### config.mk
export PLATFORM = sky130hd
export DESIGN_NAME = div_unit
export DESIGN_NICKNAME = d
export VERILOG_FILES = /design/src/rtl/div_unit.sv
export SDC_FILE = /design/constraint.sdc
export NUM_CORES = 1
export LEC_CHECK = 0
export ABC_AREA = 1
export CORE_ASPECT_RATIO = 1.75
export CORE_UTILIZATION = 55
export DETAILED_ROUTE_END_ITERATION = 16
export GPL_TIMING_DRIVEN = 0
export PLACE_DENSITY = 0.81
export SYNTH_ARGS = -nofsm -noshare
export SYNTH_HDL_FRONTEND = slang
export SYNTH_SLANG_ARGS = --single-unit
export TNS_END_PERCENT = 20
### constraint.sdc
create_clock -name clk -period 2.3 [get_ports clk]
set_input_delay 0.23 -clock clk [delete_from_list [all_inputs] [get_ports clk]]
set_output_delay 0.23 -clock clk [all_outputs]
set_load 0.02 [all_outputs]
### src/rtl/div_unit.sv
// div_unit: iterative 32-bit integer divider for DIV, DIVU, REM and REMU.
// Restoring shift-subtract datapath that retires one quotient bit per cycle.
// Divide-by-zero and signed overflow are resolved on the accepting edge and
// bypass the iteration entirely.
//
// Ports:
//   clk       in   clock, all state changes on the rising edge
//   rst_n     in   asynchronous active-low reset
//   start     in   request a division, sampled only while idle
//   op        in   00 DIV, 01 DIVU, 10 REM, 11 REMU
//   dividend  in   rs1 value, captured on the accepting edge
//   divisor   in   rs2 value, captured on the accepting edge
//   flush     in   synchronous abort, drops any operation in flight
//   busy      out  high from the cycle after acceptance until done
//   done      out  one-cycle pulse, result valid in that cycle
//   result    out  quotient or remainder, held until the next done
//
// state  | meaning
// IDLE   | waiting for start; special cases answered here directly
// CALC   | one shift-subtract iteration per cycle, XLEN cycles
// FIX    | select quotient/remainder, apply sign correction, pulse done
module div_unit #(
    parameter int XLEN = 32
) (
    input  logic            clk,
    input  logic            rst_n,
    input  logic            start,
    input  logic [1:0]      op,
    input  logic [XLEN-1:0] dividend,
    input  logic [XLEN-1:0] divisor,
    input  logic            flush,
    output logic            busy,
    output logic            done,
    output logic [XLEN-1:0] result
);

    localparam int CW = $clog2(XLEN);
    localparam logic [CW-1:0] LAST = CW'(XLEN - 1);

    typedef enum logic [1:0] {S_IDLE, S_CALC, S_FIX} state_t;

    state_t          state;
    logic            rem_sel;
    logic            neg_q;
    logic            neg_r;
    logic [XLEN-1:0] dvsr;
    logic [XLEN-1:0] rem;
    logic [XLEN-1:0] quo;
    logic [CW-1:0]   cnt;

    // Operand decode for the accepting edge.
    logic            is_signed;
    logic            dvd_neg;
    logic            dvs_neg;
    logic [XLEN-1:0] dvd_mag;
    logic [XLEN-1:0] dvs_mag;
    logic            div_zero;
    logic            ovf;
    logic            special;
    logic [XLEN-1:0] special_res;

    assign is_signed = ~op[0];
    assign dvd_neg   = is_signed & dividend[XLEN-1];
    assign dvs_neg   = is_signed & divisor[XLEN-1];
    assign dvd_mag   = dvd_neg ? -dividend : dividend;
    assign dvs_mag   = dvs_neg ? -divisor : divisor;
    assign div_zero  = (divisor == '0);
    assign ovf       = is_signed & (dividend == {1'b1, {(XLEN-1){1'b0}}}) & (divisor == '1);
    assign special   = div_zero | ovf;

    // Overflow: the quotient equals the dividend (most negative value) and the
    // remainder is zero. Divide by zero: all ones, or the dividend unchanged.
    always_comb begin
        special_res = '0;
        if (div_zero)
            special_res = op[1] ? dividend : '1;
        else
            special_res = op[1] ? '0 : dividend;
    end

    // The partial remainder is 33 bits wide only after the shift; the stored
    // value is always below the divisor and fits in XLEN bits.
    logic [XLEN:0] rem_sh;
    logic [XLEN:0] trial;

    assign rem_sh = {rem, quo[XLEN-1]};
    assign trial  = rem_sh - {1'b0, dvsr};

    always_ff @(posedge clk or negedge rst_n) begin
        if (!rst_n) begin
            state   <= S_IDLE;
            rem_sel <= 1'b0;
            neg_q   <= 1'b0;
            neg_r   <= 1'b0;
            dvsr    <= '0;
            rem     <= '0;
            quo     <= '0;
            cnt     <= '0;
            busy    <= 1'b0;
            done    <= 1'b0;
            result  <= '0;
        end else begin
            done <= 1'b0;
            if (flush) begin
                state <= S_IDLE;
                busy  <= 1'b0;
            end else begin
                case (state)
                    S_IDLE: begin
                        if (start) begin
                            rem_sel <= op[1];
                            neg_q   <= dvd_neg ^ dvs_neg;
                            neg_r   <= dvd_neg;
                            dvsr    <= dvs_mag;
                            quo     <= dvd_mag;
                            rem     <= '0;
                            cnt     <= '0;
                            if (special) begin
                                result <= special_res;
                                done   <= 1'b1;
                            end else begin
                                state <= S_CALC;
                                busy  <= 1'b1;
                            end
                        end
                    end
                    S_CALC: begin
                        if (!trial[XLEN]) begin
                            rem <= trial[XLEN-1:0];
                            quo <= {quo[XLEN-2:0], 1'b1};
                        end else begin
                            rem <= rem_sh[XLEN-1:0];
                            quo <= {quo[XLEN-2:0], 1'b0};
                        end
                        cnt <= cnt + 1'b1;
                        if (cnt == LAST)
                            state <= S_FIX;
                    end
                    S_FIX: begin
                        if (rem_sel)
                            result <= neg_r ? -rem : rem;
                        else
                            result <= neg_q ? -quo : quo;
                        done  <= 1'b1;
                        busy  <= 1'b0;
                        state <= S_IDLE;
                    end
                    default: state <= S_IDLE;
                endcase
            end
        end
    end

endmodule

==> results of run 1 <==
==> metal layers <==
| metal | part of all wire | wire length, um | vias to the layer above |
|---|---|---|---|
| met3 | 0.075 | 4417 | 446 |
| met1 | 0.29 | 17210 | 7342 |
| li1 | - | - | 7701 |
| met2 | 0.49 | 28840 | 951 |
| met5 | 0 | 0 | - |
| met4 | 0.14 | 8086 | 0 |
==> through the flow <==
stage / util / total power, mW / setup slack, ns / cell area, um^2
after CTS: 0.6644 / 21.93 / -0.4049 / 15960
after global placement: 0.6205 / 17.41 / -4.663 / 14910
after global routing: 0.6797 / 25.50 / -0.8065 / 16330
after floorplan: - / 13.42 / 0.1104 / 13500
after detailed placement: 0.6217 / 17.67 / -0.7062 / 14940
final: 0.6797 / 23.80 / -0.7031 / 16330
==> worst max path at each step <==
stage | cells past startpoint | endpoint | slack [ns] | from
detailed placement | 8 | dvsr[28] | -0.71 | divisor[31]
CTS | 19 | rem[15] | -0.40 | quo[31]
global placement | 1 | dvsr[31] | -4.66 | rst_n
floorplan | 18 | rem[23] | 0.11 | quo[31]
global route | 19 | rem[4] | -0.81 | quo[31]
finish | 19 | rem[4] | -0.70 | quo[31]
==> critical path, cell delays in order (launching register included) <==
cell and delay, ns:
dfrtp_1 0.40, clkinvlp_4 0.30, ha_4 0.29, fa_2 0.38, inv_2 0.08, nand2_2 0.05, nand2_2 0.08, nand3_2 0.11
nand2_4 0.17, nand2_4 0.07, nand2_4 0.09, nand2_4 0.08, nand2_4 0.09, nand2_4 0.07, nand2_8 0.12, buf_12 0.12
buf_4 0.12, nand2_1 0.09, nand3_1 0.10, nand2_1 0.07
==> power breakdown <==
part | internal [mW] | switching, mW
clock network | 1.79 | 1.22
logic | 5.77 | 10.6
registers | 3.46 | 0.983
==> sequential cells by signal (all words and copies together) (netlist names) <==
name / cells
state: 2
quo: 32
dvsr: 32
result: 32
neg_r: 1
rem_sel: 1
busy: 1
rem: 32
neg_q: 1
cnt: 5
done: 1
==> what timing repair did <==
action                                  in CTS  in global routing
hold endpoints to repair                    52                  0
hold buffers                                 1                  0
pin swaps                                   13                 28
endpoints found under the setup margin     109                124
gates cloned                                 2                  2
setup buffers                               13                  2
gates resized for setup                     65                 87
==> layout by cell type, fill, tap and decap left out, types with 21 or more instances in the layout <==
cell	Yosys	routed
a21oi_1	80	80
nor3_1	22	21
nand3_1	227	204
inv_1	287	284
clkdlybuf4s50_1	0	99
clkbuf_1	43	39
dfrtp_1	140	140
xor2_1	37	37
o21ai_0	189	185
nand2_1	838	798
nand3_2	2	21
nand2_2	5	26
nor2_1	222	210
nand4_1	42	42
ha_1	39	38
==> final cells by class <==
cell class,instances,area [um^2],share of cell area
multi-input combinational,1811,8939,0.5474
sequential,140,3503,0.2146
timing repair buffer,123,1316,0.08061
inverter,295,1112,0.06812
clock buffer,22,474.2,0.02904
buffer,78,459.2,0.02812
tap,308,385.4,0.02360
clock inverter,10,138.9,0.008506
==> logic make-up (layout without fill, tap and decap cells) <==
family | Yosys count | after routing | synth area share
buffers and inverters | 373 | 528 | 0.1122
DFF | 140 | 140 | 0.2595
xor gates and xnor gates | 56 | 56 | 0.03633
and+or+nand+nor | 1399 | 1399 | 0.4319
AOI/OAI and AO/OA | 315 | 315 | 0.1217
muxes | 1 | 1 | 0.0007415
adders and majority gates | 40 | 40 | 0.03763
==> results by group, run 1 <==
STA
  – Min Clock Period, post-route: 3.003 ns
  – Fin. max-slew vios: 0
  – Fin. Hold Viols: 0
  – Clk_skew: 0.01056 ns
  – Setup TNS Final: -22.19 ns
  – Worst rel slew slack: 0.2887
  – Unrepaired setup endpoints after global routing: true
  – Period utilization: 1.306
  – Hold slack: 0.2512 ns
  – Slew at the pin closest to its max-slew limit: roughly 1.1 ns
  – Final setup viols: 62
  – Setup ws final: -0.7031 ns
  – Max Freq: 333.0 MHz

Hold path
  – WHS Endpoint: neg_q
  – HP Class: primary input to register
  – Hold_sp: divisor[31]
  – Hold Path Depth: 2

GRT
  – Vias in the first global route: 16804
  – Most Crowded Layer GR: met2
  – Initial antenna violation count: 0
  – First-pass GRT wire length: about 91 mm
  – Gr usage total: 0.4840
  – Global routing usage on met1: 0.4160
  – Largest net degree at the start of global routing: 89
  – GR met3 Demand/Resource: 0.1399
  – Gr ovfl total: 0
  – Met2 usage in global routing: 0.8345

Synthesis
  – Commonest cells in the netlist: nand2_1 (838), inv_1 (287), nand3_1 (227)
  – Syn Area/Cell: 5.809 um^2
  – Synth area leader: dfrtp_1
  – Cell with the most instances after synthesis: nand2_1
  – Top_reg_cell synth: dfrtp_1
  – Synth Warn #: 0
  – Sequential-to-total area share from yosys stat: 0.2595
  – Post-synth EDFFs: 0
  – Post-synth ARST share: 1.000
  – Synthesized cell area: 13500 um^2
  – Gate Count Post-Synth: 2324
  – Yosys top cell area share: 0.2595
  – Largest cells by area after synthesis: dfrtp_1 (26%), nand2_1 (23%), nand3_1 (8.4%), inv_1 (8.0%), o21ai_0 (7.0%)
  – Flops & latches, synth: 140
  – Syn_nets: 2434
  – Yosys cell types: 42

Clock tree
  – Clk buf depth: 2
  – CTS Buf Count: 17
  – Root Driver: clkbuf_16
  – Clock slew at reported path FFs: 0.07 ns
  – Clk_lat worst skew: 0.49 ns
  – Htree depth: 4
  – # clock sinks: 140
  – TritonCTS clock tree: done

Route
  – Antenna Violating Nets Remaining: 0
  – Routed wire length per instance: 21.01 um
  – DR vias: 16440
  – Via density: 5.899
  – Post-Route WL: 58.56 mm
  – DRC: 0
  – DRT iter0 DRCs: 1571
  – TritonRoute pass-1 iters: 9

Finish
  – Ant diodes: 0
  – P&R area growth vs syn: 20.95%
  – Finished Layout Cells: 2787
  – Final-stage net count: 2576
  – Share of layout cells above drive strength 1: 0.08269
  – Number of fill cells: 2271

Placement
  – Hpwl dp: 44.37 mm
  – Placed instance count: 2735
  – Gpl congestion: 1.074
  – Port bufs: 102

Worst setup path
  – Critical path class: register to register
  – Crit path DAT: ~3.4 ns
  – Reg2reg setup slack: -0.70 ns
  – WP data required: between 2 and 3 ns
  – Reg2reg path depth: 19
  – Worst r2r dst: rem[4]
  – Worst setup EP type: register
  – Origin of the critical flop-to-flop path: quo[31]
  – CP max FO: 4
  – CP Launch Type: register

Power
  – Peak VDD IR: between 0.7 and 0.8 mV
  – Power Density: 1457 nW/um^2
  – Leak pwr: 8.227 nW

Floorplan
  – Die height: around 210 um
  – Die W: 120.4 um
  – Initial Util: 0.5620
  – Die ar.: 25200 um^2
  – I/O Pins: 104
  – Core area: 24020 um^2
  – Row cnt: 75

Run status
  – Violated checks: setup timing
  – Outcome: finished with violations

Flow run
  – Max-Cap Viols: 0
Note: power is estimated with default switching activity, not from simulation.
==> run 2, diff against run 1 <==
--- a/config.mk
+++ b/config.mk
@@ -10,6 +10,7 @@
 export CORE_UTILIZATION = 55
 export DETAILED_ROUTE_END_ITERATION = 16
 export GPL_TIMING_DRIVEN = 0
+export HOLD_SLACK_MARGIN = 0.12
 export PLACE_DENSITY = 0.81
 export SYNTH_ARGS = -nofsm -noshare
 export SYNTH_HDL_FRONTEND = slang
==> constraint.sdc (replaced) <==
create_clock -name clk -period 2.5 [get_ports clk]
set_input_delay 0.25 -clock clk [delete_from_list [all_inputs] [get_ports clk]]
set_output_delay 0.25 -clock clk [all_outputs]
set_load 0.02 [all_outputs]
==> results by group, run 2 (same netlist as run 1, synthesis figures left out) <==
Clock tree
  – Clock slew at reported path FFs: 0.06 ns (about the same)
  – TritonCTS clock tree: done
  – # clock sinks: 140 (unchanged)
  – Clk buf depth: 2 (unchanged)
  – Root Driver: clkbuf_16
  – Clk_lat worst skew: 0.48 ns (about the same)
  – CTS Buf Count: 17 (unchanged)
  – Htree depth: 4 (unchanged)

STA
  – Unrepaired setup endpoints after global routing: true
  – Slew at the pin closest to its max-slew limit: 1.021 ns (-0.04558 ns)
  – Fin. Hold Viols: 0 (unchanged)
  – Final setup viols: 48 (-23%)
  – Min Clock Period, post-route: 3.086 ns (+0.08315 ns)
  – Clk_skew: 0.006792 ns (-0.003767 ns)
  – Fin. max-slew vios: 0 (unchanged)
  – Max Freq: 324.0 MHz (-2.7%)
  – Period utilization: 1.235 (-0.07120)
  – Worst rel slew slack: 0.3191 (+0.03039)
  – Setup ws final: -0.5863 ns (+0.1168 ns)

Flow run
  – Max-Cap Viols: 0 (unchanged)

Power
  – Sw frac: 0.5334 (-0.003731)
  – Clk pwr share: 0.130 (+0.004)
  – Pwr Total: 21.29 mW (-11%)
  – P_sw: 11.36 mW (-11%)
  – Peak VDD IR: 0.7092 mV (-10%)
  – Combinational power share: 0.679 (-0.008)
  – Leak pwr: 8.139 nW (-1.1%)
  – Sequential share of power: 0.191 (+0.004)
  – Int Power: 9.934 mW (-9.8%)
  – Power Density: 1322 nW/um^2 (-9.3%)

Hold path
  – HP Class: primary input to register

Worst setup path
  – Reg2reg setup slack: -0.59 ns (+0.12 ns)
  – Worst setup EP type: register
  – CP max FO: 10 (+6)
  – CP Launch Type: register
  – WP data required: 2.86 ns (+0.19 ns)
  – Critical path class: register to register
  – Crit path DAT: 3.45 ns (+0.08 ns)

Finish
  – Share of layout cells above drive strength 1: 0.06782 (-0.01487)
  – P&R area growth vs syn: 19.31%
  – Most frequent cells in the layout: nand2_1 (813), inv_1 (284), nand3_1 (215)
  – Most common cell after layout, fill and taps aside: nand2_1
  – Post-layout util: 0.6705 (-0.009167)
  – Ant diodes: 0 (unchanged)
  – Final instance area: 16110 um^2 (-1.3%)
  – Final-stage net count: 2574 (-0.078%)
  – Number of fill cells: 2325 (+2.4%)

Floorplan
  – Die height: 209.3 um (unchanged)
  – Initial Util: 0.5620 (unchanged)
  – Die ar.: 25200 um^2 (unchanged)
  – Row cnt: 75 (unchanged)
  – Die W: 120.4 um (unchanged)
  – I/O Pins: 104 (unchanged)
  – Core area: 24020 um^2 (unchanged)

Route
  – Post-Route WL: 57.47 mm (-1.9%)
  – Antenna Violating Nets Remaining: 0 (unchanged)
  – TritonRoute pass-1 iters: 6 (-3)
  – DRT iter0 DRCs: 1461 (-7.0%)
  – DRC: 0 (unchanged)
  – Via density: 5.862 (-0.62%)
  – Routed wire length per instance: 20.64 um (-1.8%)
  – DR vias: 16327 (-0.69%)

GRT
  – First-pass GRT wire length: 89.67 mm (-0.96%)
  – Gr ovfl total: 0 (unchanged)
  – Gr usage total: 0.4795 (-0.004520)
  – Initial antenna violation count: 0 (unchanged)
  – Vias in the first global route: 16723 (-0.48%)
  – Largest net degree at the start of global routing: 89 (unchanged)

Run status
  – Outcome: finished with violations
  – Violated checks: setup timing

Placement
  – Port bufs: 102 (unchanged)
  – Hpwl dp: 44.37 mm (unchanged)
  – Gpl congestion: 1.074 (unchanged)
  – Post-DP Area: 14940 um^2 (unchanged)
-- run 2: cell types whose count changed in the layout (fill, tap and decap cells not counted), moves of 4 or more --
| cell | delta |
|---|---|
| nand3_2 | -8 |
| nand2_1 | +15 |
| nor2_1 | +4 |
| nand2_4 | -6 |
| nand2_2 | -9 |
| nand3_1 | +11 |
| clkbuf_1 | +4 |
-- run 2: worst paths after layout --
kind / startpoint / endpoint / depth (start not counted)
max reg2reg: rem[5] / rem[5] / 15
min in group asynchronous: rst_n / result[2] / 2
min reg2reg: result[26] / result[26] / 2
max: rem[5] / rem[5] / 15
max in group asynchronous: rst_n / dvsr[24] / 3
min: op[1] / rem_sel / 3
-- run 2: cell type report --
class,count,area [um^2],area share
Sequential cell,140,3503,0.2175
Tap cell,308,385.4,0.02392
Timing Repair Buffer,121,1270,0.07884
Multi-Input combinational cell,1811,8772,0.5446
Buffer,78,451.7,0.02804
Clock buffer,22,474.2,0.02944
Inverter,295,1112,0.06905
Clock inverter,10,138.9,0.008622
-- run 2: routing by layer --
metal | GRT usage | up-vias | share of wire | wire length, um
li1 | - | 7704 | - | -
met1 | 0.4144 | 7319 | 0.30 | 17310
met3 | 0.1234 | 410 | 0.065 | 3726
met5 | 0 | - | 0 | 0
met2 | 0.8353 | 894 | 0.50 | 28920
met4 | 0.5351 | 0 | 0.13 | 7523
-- run 2: power by group through the flow --
| stage | Clock [mW] | Combinational, mW | Sequential (mW) |
|---|---|---|---|
| final | 2.76 | 14.5 | 4.07 |
| after global placement | 0 | 12.0 | 4.01 |
| after CTS | 2.72 | 13.4 | 4.02 |
| after floorplan | 0 | 8.25 | 4.09 |
| after global routing | 2.80 | 15.9 | 4.17 |
| after detailed placement | 0 | 12.2 | 4.05 |
-- run 2: repair_timing --
action                                  4_1_cts  5_1_grt
buffers inserted                             13        2
pin swaps                                    10        8
endpoints found under the hold margin        52        0
hold buffers                                  1        0
resized for setup                            45       49
cloned                                        2        0
endpoints found under the setup margin       61       93
-- run 2: per-stage QoR --
stage	hold slack, ns	TNS, ns	cells	worst slack (ns)
2_1_floorplan	-0.04559	0	2324	0.3104
3_3_place_gp	0.4622	-654.00	2734	-4.483
3_5_place_dp	0.2317	-34.29	2735	-0.5262
4_1_cts	0.2901	-5.494	2783	-0.2049
5_1_grt	0.3326	-22.38	2785	-0.6258
6_report	0.2900	-18.28	2785	-0.5863
-- run 2: critical path: stages, from the launching register on --
cell and delay [ns]:
dfrtp_1 0.45, ha_1 0.37, nand2_1 0.19, inv_1 0.07, a21oi_1 0.60, nand2_4 0.22, nand2_4 0.13, nand2_4 0.07
nand2_4 0.09, nand3_1 0.13, nand2_4 0.14, buf_12 0.13, buf_12 0.14, nand2_1 0.07, nand3_2 0.09, nand2_2 0.06
==> run 3, diff against run 2 <==
--- a/config.mk
+++ b/config.mk
@@ -7,6 +7,7 @@
 export LEC_CHECK = 0
 export ABC_AREA = 1
 export CORE_ASPECT_RATIO = 1.75
+export CORE_MARGIN = 3
 export CORE_UTILIZATION = 55
 export DETAILED_ROUTE_END_ITERATION = 16
 export GPL_TIMING_DRIVEN = 0
==> results by group, run 3 (same netlist as run 1, synthesis figures left out) <==
Run status
  – Outcome: finished with violations
  – Violated checks: setup timing

Clock tree
  – Root Driver: clkbuf_16
  – Clk_lat worst skew: 0.46 ns (-0.02 ns)
  – Clock slew at reported path FFs: 0.07 ns (about the same)
  – Clk buf depth: 2 (unchanged)
  – # clock sinks: 140 (unchanged)
  – TritonCTS clock tree: done
  – CTS Buf Count: 17 (unchanged)
  – Htree depth: 4 (unchanged)

Floorplan
  – Die W: 124.4 um (+3.3%)
  – I/O Pins: 104 (unchanged)
  – Die ar.: 26540 um^2 (+5.3%)
  – Die height: 213.3 um (+1.9%)
  – Initial Util: 0.5620 (unchanged)
  – Row cnt: 75 (unchanged)
  – Core area: 24020 um^2 (unchanged)

Placement
  – Post-DP Area: 14940 um^2 (unchanged)
  – Pre-CTS setup slack: -0.4791 ns (+0.04712 ns)
  – Placed instance count: 2735 (unchanged)
  – Hpwl dp: 44.84 mm (+1.1%)
  – Gpl congestion: 1.052 (-2.0%)
  – Port bufs: 102 (unchanged)

Finish
  – Most frequent cells in the layout: nand2_1 (820), inv_1 (284), nand3_1 (217)
  – Number of fill cells: 2236 (-3.8%)
  – Final instance area: 15980 um^2 (-0.78%)
  – Share of layout cells above drive strength 1: 0.06265 (-0.005172)
  – Final-stage net count: 2571 (-0.12%)
  – Finished Layout Cells: 2782 (-0.11%)
  – Ant diodes: 0 (unchanged)
  – Post-layout util: 0.6653 (-0.005261)
  – Most common cell after layout, fill and taps aside: nand2_1
  – P&R area growth vs syn: 18.38%

STA
  – Clk_skew: 0.008928 ns (+0.002136 ns)
  – Min Clock Period, post-route: 2.817 ns (-0.2696 ns)
  – Final setup viols: 41 (-15%)
  – Max Freq: 355.0 MHz (+9.6%)
  – Worst rel slew slack: 0.3972 (+0.07808)
  – Period utilization: 1.127 (-0.1079)
  – Unrepaired setup endpoints after global routing: true
  – Hold slack: 0.2704 ns (-0.01959 ns)
  – Slew at the pin closest to its max-slew limit: 0.9043 ns (-0.1171 ns)
  – Fin. Hold Viols: 0 (unchanged)
  – Setup ws final: -0.3166 ns (+0.2696 ns)
  – Fin. max-slew vios: 0 (unchanged)

Route
  – Via density: 5.816 (-0.79%)
  – Routed wire length per instance: 20.85 um (+1.1%)
  – DR vias: 16181 (-0.89%)
  – DRT iter0 DRCs: 1366 (-6.5%)
  – Post-Route WL: 58.02 mm (+0.95%)
  – DRC: 0 (unchanged)
  – TritonRoute pass-1 iters: 8 (+2)
  – Antenna Violating Nets Remaining: 0 (unchanged)

GRT
  – Gr usage total: 0.4311 (-0.04846)
  – Initial antenna violation count: 1 (+1)
  – Largest net degree at the start of global routing: 98 (+10%)
  – Gr ovfl total: 0 (unchanged)
  – Vias in the first global route: 16143 (-3.5%)
  – First-pass GRT wire length: 86.53 mm (-3.5%)

Worst setup path
  – Worst setup EP type: register
  – CP max FO: 8 (-2)
  – Critical path class: register to register
  – Crit path DAT: 3.15 ns (-0.30 ns)
  – CP Launch Type: register
  – WP data required: 2.83 ns (-0.03 ns)

Flow run
  – Max-Cap Viols: 0 (unchanged)

Power
  – Peak VDD IR: 0.7203 mV (+1.6%)
  – Leak pwr: 8.083 nW (-0.69%)
  – Power Density: 1309 nW/um^2 (-0.98%)

Hold path
  – HP Class: primary input to asynchronous set/reset pin
[run 3: layout make-up]
class                   instances  area [um^2]  share of cell area
plain buffers                  78        435.4             0.02724
multi-input cells            1811         8727              0.5461
repair buffers                118         1229             0.07688
well taps                     308        385.4             0.02411
inverters                     295         1112             0.06960
flip-flops and latches        140         3503              0.2192
clock inverters                10        115.1            0.007203
clock buffers                  22        474.2             0.02967
[run 3: final timing paths]
check                           start         end  slack [ns]  depth (start not counted)
setup / recovery              quo[31]      rem[4]       -0.32                         18
hold / removal                  rst_n   result[3]        0.27                          2
setup reg to reg              quo[31]      rem[4]       -0.32                         18
hold reg to reg            result[26]  result[26]        0.48                          2
max in group asynchronous       rst_n     rem[25]        1.36                          3
min in group clk                op[1]     rem_sel        0.31                          3
[run 3: through the flow]
step,power [mW],setup TNS (ns)
detailed placement,16.24,-35.21
global route,22.35,-11.80
CTS,19.70,-8.216
finish,20.92,-7.776
global placement,15.97,-654.51
floorplan,12.34,0
[run 3: critical path: stages, from the launching register on]
cell        delay [ns]
dfrtp_1           0.42
clkinvlp_4        0.27
ha_4              0.25
fa_2              0.34
inv_2             0.07
nand2_1           0.04
nand2_1           0.08
nand3_2           0.09
nand2_4           0.15
nand2_4           0.06
nand2_4           0.08
nand2_4           0.07
nand2_4           0.08
nand2_2           0.09
nand2_8           0.15
buf_8             0.15
nand2_1           0.06
nand3_1           0.10
nand2_1           0.11
[run 3: metal layers]
metal,part of all wire,track usage,vias up
li1,-,-,7702
met1,0.31,0.3723,7317
met2,0.51,0.7821,809
met3,0.059,0.08486,353
met4,0.13,0.4729,0
met5,0,0,-
[run 3: power by group]
| group | internal, mW | total, mW | switching (mW) |
|---|---|---|---|
| combinational | 4.88 | 14.2 | 9.34 |
| sequential | 3.18 | 4.07 | 0.887 |
| clock | 1.54 | 2.63 | 1.08 |
[run 3: what timing repair did]
| action | 4_1_cts | 5_1_grt |
|---|---|---|
| buffers inserted | 10 | 2 |
| hold endpoints to repair | 43 | 0 |
| gates resized for setup | 36 | 46 |
| cloned | 2 | 2 |
| endpoints found under the setup margin | 67 | 84 |
| hold buffers | 1 | 0 |
| pin swaps | 7 | 12 |
